**src/rtl/clk_freq_monitor.sv**
```systemverilog
// Measures the period and high time of a slow asynchronous signal in system clock
// cycles. Flags lock after LOCK_COUNT consecutive in-tolerance periods, and flags
// loss when no rising edge arrives within TIMEOUT cycles.
module clk_freq_monitor #(
  parameter int unsigned NOMINAL    = 500000,
  parameter int unsigned TOLERANCE  = 500,
  parameter int unsigned TIMEOUT    = 1000000,
  parameter int unsigned LOCK_COUNT = 4
) (
  input  logic        clk_50mhz,
  input  logic        reset,
  input  logic        sig_in,
  output logic [19:0] period,
  output logic [19:0] high_time,
  output logic        period_valid,
  output logic        locked,
  output logic        lost
);

  localparam int unsigned CW  = 20;
  localparam int unsigned PW  = CW + 1;
  localparam int unsigned LCW = $clog2(LOCK_COUNT + 1);

  // Tolerance window bounds wrap the same way the 21-bit compare does.
  localparam logic [PW-1:0]  TOL_LO  = PW'(NOMINAL - TOLERANCE);
  localparam logic [PW-1:0]  TOL_HI  = PW'(NOMINAL + TOLERANCE);
  localparam logic [CW-1:0]  TO_LAST = CW'(TIMEOUT - 1);
  localparam logic [LCW-1:0] LC_MAX  = LCW'(LOCK_COUNT);

  typedef enum logic {
    S_WAIT = 1'b0,
    S_MEAS = 1'b1
  } state_e;

  logic           s1_q, s2_q, d_q;
  logic           rise;
  state_e         state_q, state_d;
  logic [CW-1:0]  cnt_q, cnt_d;
  logic [CW-1:0]  hcnt_q, hcnt_d;
  logic [CW-1:0]  period_q, period_d;
  logic [CW-1:0]  high_q, high_d;
  logic           pv_q, pv_d;
  logic [LCW-1:0] lock_cnt_q, lock_cnt_d;
  logic           locked_q, locked_d;
  logic           lost_q, lost_d;
  logic [PW-1:0]  cnt_p1;
  logic           in_tol;

  // Two-flop synchronizer plus a delay flop for edge detection.
  always_ff @(posedge clk_50mhz) begin
    if (reset) begin
      s1_q <= 1'b0;
      s2_q <= 1'b0;
      d_q  <= 1'b0;
    end else begin
      s1_q <= sig_in;
      s2_q <= s1_q;
      d_q  <= s2_q;
    end
  end

  assign rise   = s2_q & ~d_q;
  assign cnt_p1 = {1'b0, cnt_q} + PW'(1);
  assign in_tol = (cnt_p1 >= TOL_LO) && (cnt_p1 <= TOL_HI);

  // State and measurement registers.
  always_ff @(posedge clk_50mhz) begin
    if (reset) begin
      state_q    <= S_WAIT;
      cnt_q      <= '0;
      hcnt_q     <= '0;
      period_q   <= '0;
      high_q     <= '0;
      pv_q       <= 1'b0;
      lock_cnt_q <= '0;
      locked_q   <= 1'b0;
      lost_q     <= 1'b0;
    end else begin
      state_q    <= state_d;
      cnt_q      <= cnt_d;
      hcnt_q     <= hcnt_d;
      period_q   <= period_d;
      high_q     <= high_d;
      pv_q       <= pv_d;
      lock_cnt_q <= lock_cnt_d;
      locked_q   <= locked_d;
      lost_q     <= lost_d;
    end
  end

  // Next-state: wait for a reference edge, then count until the next edge or timeout.
  always_comb begin
    state_d    = state_q;
    cnt_d      = cnt_q;
    hcnt_d     = hcnt_q;
    period_d   = period_q;
    high_d     = high_q;
    pv_d       = 1'b0;
    lock_cnt_d = lock_cnt_q;
    locked_d   = (lock_cnt_q == LC_MAX);
    lost_d     = lost_q;
    case (state_q)
      S_WAIT: begin
        cnt_d  = '0;
        hcnt_d = '0;
        if (rise) begin
          state_d = S_MEAS;
          lost_d  = 1'b0;
        end
      end
      S_MEAS: begin
        cnt_d  = cnt_q + CW'(1);
        hcnt_d = hcnt_q + CW'(d_q);
        if (rise) begin
          // A rise on the final timeout cycle still counts as a valid period.
          period_d = cnt_p1[CW-1:0];
          high_d   = hcnt_q;
          pv_d     = 1'b1;
          cnt_d    = '0;
          hcnt_d   = '0;
          lost_d   = 1'b0;
          if (!in_tol) begin
            lock_cnt_d = '0;
          end else if (lock_cnt_q < LC_MAX) begin
            lock_cnt_d = lock_cnt_q + LCW'(1);
          end
        end else if (cnt_q == TO_LAST) begin
          state_d    = S_WAIT;
          cnt_d      = '0;
          hcnt_d     = '0;
          lost_d     = 1'b1;
          locked_d   = 1'b0;
          lock_cnt_d = '0;
        end
      end
      default: begin
        state_d = S_WAIT;
      end
    endcase
  end

  assign period       = period_q;
  assign high_time    = high_q;
  assign period_valid = pv_q;
  assign locked       = locked_q;
  assign lost         = lost_q;

endmodule

```
**config.mk**
```make
export PLATFORM = sky130hd
export DESIGN_NAME = clk_freq_monitor
export DESIGN_NICKNAME = d
export VERILOG_FILES = /design/src/rtl/clk_freq_monitor.sv
export SDC_FILE = /design/constraint.sdc
export NUM_CORES = 1
export LEC_CHECK = 0
export ABC_AREA = 1
export BUFFER_PORTS_ARGS = -buffer_cell sky130_fd_sc_hd__buf_4
export CORE_MARGIN = 4
export CORE_UTILIZATION = 55
export DETAILED_ROUTE_END_ITERATION = 6
export MAX_ROUTING_LAYER = met4
export PLACE_DENSITY = 0.76
export SLEW_MARGIN = 30
export SYNTH_ARGS = -nofsm -noshare
export SYNTH_HDL_FRONTEND = slang
export SYNTH_SLANG_ARGS = --single-unit
```
**constraint.sdc**
```tcl
create_clock -name clk_50mhz -period 2.57 [get_ports clk_50mhz]
set_input_delay 0.771 -clock clk_50mhz [delete_from_list [all_inputs] [get_ports clk_50mhz]]
set_output_delay 0.771 -clock clk_50mhz [all_outputs]
set_load 0.005 [all_outputs]
```
---- After elaboration in Yosys (flattened, before gate mapping) ----
Index checks and enable logic that the tools add are counted.
storage, ports and cells
  bits in registers ....................... 90
  bits of input ports ..................... 3
  logic and storage cells ................. 54
  output and inout bits ................... 43
operators by class
  equal/unequal tests ..................... 5
  reductions and logical operators ........ 6
  mux-type cells .......................... 21
  bitwise operators ....................... 3
  $add $sub $neg .......................... 4
  magnitude comparators ................... 3
operators by type and width
  kind                                                               count
  two-way mux 20 bit                                                 4
  case mux 20 bit (2 select lines)                                   2
  adder 20 x 1 -> 21 bit (second input constant)                     1
  >= comparator 21 x 19 -> 1 bit (second input constant)             1
  less-or-equal comparator 21 x 19 -> 1 bit (second input constant)  1
  adder 20 x 1 -> 20 bit                                             1
  adder 20 x 1 -> 20 bit (second input constant)                     1
  == test 20 bit (second input constant)                             1
  two-way mux 3 bit                                                  4
  two-way mux 1 bit                                                  9
  != test 3 x 2 -> 1 bit (second input constant)                     2
  case mux 1 bit (2 select lines)                                    2
  AND reduction 2 bit                                                2
  adder 3 x 1 -> 3 bit (second input constant)                       1
  == test 3 bit (second input constant)                              1
  < comparator 3 bit (second input constant)                         1
  AND reduction 3 bit                                                1
  != test 2 bit (second input constant)                              1
  NOT 1 bit                                                          2
  nonzero test 2 bit                                                 1
  OR reduction 2 bit                                                 1
  bitwise AND 1 bit                                                  1
  logical AND 1 bit                                                  1

---- Depth between registers and ports, before layout ----
  word-level depth ........................ 5
  gate-level depth with buffers ........... 17
  depth with buffers taken out ............ 17

---- Worst setup path before layout ----
No wires, ideal clock.
  kind .................................... register to register
  start ................................... register d_q
  end ..................................... register hcnt_q[18]
  path slack .............................. 0.654 ns
  buffers on the path ..................... 0
  arrival time ............................ 1.800 ns
  period minus slack after synthesis ...... 1.916 ns
  library setup time ...................... 0.116 ns
  stages on the path, launching flop included .. 16
  cells stage by stage .................... dfxtp_1 > ha_1 > ha_1 > nand2_1 > nor2_1 > inv_1 > nor2_1 > nand2_1 > nor2_1 > inv_1 > nor2_1 > nand2_1 > nor2_1 > nand4_1 > nor2_1 > nor3b_2
on the way
  word-level cells in the longest chain between the ends .. 4
  elaborated cells between the ends (all ways) .. 6
  those cells by class .................... add/sub: 1; mux: 3; bitwise: 2
RTL lines
  what                                                            RTL line  RTL
  start: declaration                                              35        logic s1_q, s2_q, d_q;
  start signal: assignment                                        58        d_q <= s2_q;
  adder 20 x 1 -> 20 bit / NOT 1 bit (equally long branches)      113, 62
  two-way mux 20 bit / bitwise AND 1 bit (equally long branches)  127, 62
  two-way mux 20 bit *                                            114       if (rise) begin
  case mux 20 bit (2 select lines) *                              102       case (state_q)
  end signal: assignment                                          81        hcnt_q <= hcnt_d;
  end: declaration                                                39        logic [CW-1:0] hcnt_q, hcnt_d;
Mark *: on every way between the ends. The rest lies on a longest branch, timed or not.
A chain may end at the register's enable or synchronous reset.

---- Worst setup path after layout ----
  start ................................... register cnt_q[0]
  end ..................................... register lock_cnt_q[0]
on the way
  word-level cells in the longest chain between the ends .. 5
  elaborated cells between the ends (all ways) .. 10
  those cells by class .................... add/sub: 1; order compare: 2; eq/ne: 2; mux: 2; reduce/logical: 3
RTL lines
  what                                                                                                RTL line  RTL
  start: declaration                                                                                  38        logic [CW-1:0] cnt_q, cnt_d;
  start signal: assignment                                                                            80        cnt_q <= cnt_d;
  adder 20 x 1 -> 21 bit                                                                              63        assign cnt_p1 = {1'b0, cnt_q} + PW'(1);
  >= comparator 21 x 19 -> 1 bit / less-or-equal comparator 21 x 19 -> 1 bit (equally long branches)  64        assign in_tol = (cnt_p1 >= TOL_LO) && (cnt_p1 <= TOL_HI);
  logical AND 1 bit                                                                                   64
  != test 3 x 2 -> 1 bit (no source line) / two-way mux 3 bit (equally long branches)                 --
  AND reduction 3 bit (no source line) / two-way mux 3 bit (equally long branches)                    --
  end signal: assignment                                                                              85        lock_cnt_q <= lock_cnt_d;
  end: declaration                                                                                    43        logic [LCW-1:0] lock_cnt_q, lock_cnt_d;
Parallel ways exist; a longest one is shown, timed or not.

==> summary.md <==
| Metric | Value |
|---|---|
| Mapped Area | `0.00415 mm^2` |
| Most frequent cells in the layout | `nand2_1, dfxtp_1, nor2_1, inv_1, buf_4` |
| Vias after detailed routing | `3712` |
| GRT Residual Overflow | `0` |
| WL/cell | `12.4 um` |
| Crit Path Category | `flip-flop to flip-flop` |
| Largest net degree at the start of global routing | `58` |
| Dpl cell area | `0.00461 mm^2` |
| Critical Path RT | `2.87 ns` |
| Cell taking the most area after synthesis | `dfxtp_1` |
| VDD IR max | `0.351 mV` |
| Final hold slack | `0.420 ns` |
| # Max-Cap Violations | `0` |
| Hold_buf cts | `0` |
| Wirelength, routed | `9.13 mm` |
| Post-CTS setup repair buffer count | `0` |
| Hold/Removal Path Class | `flip-flop to flip-flop` |
| Num CTS Buffers | `9` |
| Die Y | `94.9 um` |
| Unrepaired setup endpoints after global routing | `no` |
| DRC violations left | `0` |
| 1st-iter DRT viols | `149` |
| PortBufs | `45` |
| CP endpoint kind | `flip-flop` |
| Post-synthesis sequential area ratio | `43.4%` |
| Final period utilization | `88.1%` |
| CTS tree | `built` |
| Syn Nets | `598` |
| Worst setup margin | `0.307 ns` |
| Final Hold Fails | `0` |
| CTS Buffer Depth | `2` |
| Vias in the first global route | `3557` |
| Clk Latency, worst-skew pair | `0.35 ns` |
| Post-Syn Area per Cell | `7.05 um^2` |
| Crit path DAT | `2.56 ns` |
| Reg-to-reg endpoint | `lock_cnt_q[0]` |
| Final setup violating endpoints | `0` |
| Slew Viols, Final | `0` |
| Final nets | `643` |
| CP Max Fanout | `6` |
| Htree depth | `3` |
| Post-CTS Resized | `0` |
| Top cell type's share of synthesized area | `43.4%` |
| # rows | `31` |
| Hold path startpoint | `s1_q` |
| Final Instance Area | `0.00477 mm^2` |
| Initial antenna violation count | `0` |
| Global-route wire length before repair | `15.6 mm` |
| DP Worst Slack | `0.322 ns` |
| Worst reg-to-reg path cell count | `15` |
| Dpl hpwl | `7.00 mm` |
| Crit start category | `flip-flop` |
| Critical R2R Launch | `cnt_q[0]` |
| R2r setup slk | `0.31 ns` |
| Slew Limit Headroom | `71.5%` |
| Die width | `94.9 um` |
| Register bit total from synthesis | `90` |
| Clock skew | `0.0139 ns` |
| Root Driver | `clkbuf_8` |
| Status | `finished, final reports clean` |
| Slew of the pin with the lowest slew margin | `0.427 ns` |
| CORE AREA | `0.00729 mm^2` |
| ANT cells | `0` |
| Synth unique cells | `34` |
| Setup TNS | `0 ns` |
| Synthesis-to-layout area growth | `14.9%` |
| Final Wtd Congestion | `0.890` |
| Number of placed I/O pins | `46` |
| Fillers | `695` |
| Layout cells sized above 1 | `16.0%` |
| Synth warnings | `0` |
| Die ar. | `0.00900 mm^2` |
| CTS sink cnt | `90` |
| Gate Count Post-Synth | `589` |
| Most common cell after layout, fill and taps aside | `nand2_1` |
| Min Tclk post-route | `2.26 ns` |
| Routed Antenna Nets | `0` |
| Clock transition at path regs | `0.09 ns` |
| Top area cells in the synthesized netlist | `dfxtp_1, nand2_1, nor2_1` |
| Starting density of the core | `56.9%` |
| Hold EP | `s2_q` |
| Fmax | `442 MHz` |
| Hold depth | `2` |
| Power per standard cell area | `488 mW/mm^2` |
| LEAKAGE | `0.00199 uW` |
| Gr usage total | `22.4%` |
| Drt via density | `5.04` |
| DR pass1 iterations | `4` |
-- sequential cells by signal, summed over array words and instances, names as in the netlist --
| name | count |
|---|---|
| cnt_q | 20 |
| hcnt_q | 20 |
| high_time | 20 |
| period | 20 |
| lock_cnt_q | 3 |
| d_q | 1 |
| locked | 1 |
| lost | 1 |
| period_valid | 1 |
| s1_q | 1 |
| s2_q | 1 |
| state_q | 1 |
-- how the worst max path moves through the flow --
stage,startpoint,to,slack (ns),cells after the start
2_1_floorplan,d_q,hcnt_q[18],0.65,15
3_3_place_gp,d_q,hcnt_q[16],0.30,15
3_5_place_dp,d_q,hcnt_q[16],0.32,15
4_1_cts,d_q,hcnt_q[16],0.30,15
5_1_grt,cnt_q[0],lock_cnt_q[0],0.01,15
6_report,cnt_q[0],lock_cnt_q[0],0.31,15
-- area by class of cell --
| type | instances | area [um^2] | area share [%] |
|---|---|---|---|
| flip-flops and latches | 90 | 1800 | 37.8 |
| repair buffers | 50 | 400 | 8.39 |
| clock buffers | 9 | 124 | 2.60 |
| clock inverters | 6 | 42.5 | 0.891 |
| well taps | 99 | 124 | 2.60 |
| multi-input cells | 398 | 1960 | 41.1 |
| inverters | 85 | 319 | 6.69 |
-- kinds of logic after synthesis --
group / synth area share (%)
buffers and inverters: 9.55
flip-flops: 43.4
XOR/XNOR: 0.844
adder cells (fa/ha/maj): 1.81
AO/OA/AOI/OAI: 12.4
AND/OR/NAND/NOR: 32.0
-- worst max-delay path, cell delays in order, from the launching register on --
cell	delay, ns
dfxtp_1	0.43
ha_1	0.24
nand2_1	0.10
nor2_2	0.18
nand2_2	0.13
nand2_1	0.08
nand2_1	0.10
nor2_2	0.23
nand3_1	0.10
nor2_1	0.11
nand2_1	0.05
nand3_1	0.10
nand3_1	0.12
nand2_1	0.08
nand2_1	0.06
nor2_1	0.10
-- synthesized netlist by cell type (all sizes together) --
| master | instances |
|---|---|
| o211a | 1 |
| nor4 | 2 |
| xor2 | 3 |
| nand4 | 11 |
| dfxtp | 90 |
| nor3 | 8 |
| xnor2 | 1 |
| and3 | 1 |
| buf | 6 |
| nor2 | 103 |
| a21oi | 37 |
| inv | 85 |
| o21a | 1 |
| nand2 | 134 |
| clkbuf | 10 |
| o211ai | 11 |
| or2 | 4 |
| o21ai | 38 |
| o21bai | 4 |
| nand3b | 3 |
| nand3 | 26 |
| ha | 6 |
| nor3b | 4 |
-- where the power goes --
| group | total, uW | internal (uW) | switching (uW) |
|---|---|---|---|
| Sequential | 1410 | 1410 | 6.86 |
| Clock | 848 | 348 | 500 |
| Combinational | 69.2 | 28.1 | 41.1 |
-- layer usage --
layer	vias up	track usage, %	wire (um)
met1	1680	28.3	4340
met2	60	36.6	4340
met3	12	2.79	323
met4	0	8.29	126
met5	-	-	0
li1	1960	-	-
-- through the flow --
step / total power (uW) / std cells / util [%]
4_1_cts: 2350 / 737 / 65.4
2_1_floorplan: 1480 / 589 / -
3_5_place_dp: 1520 / 722 / 63.2
6_report: 2330 / 737 / 65.4
5_1_grt: 2410 / 737 / 65.4
3_3_place_gp: 1510 / 722 / 63.2
Note: power is estimated with default switching activity, not from simulation.
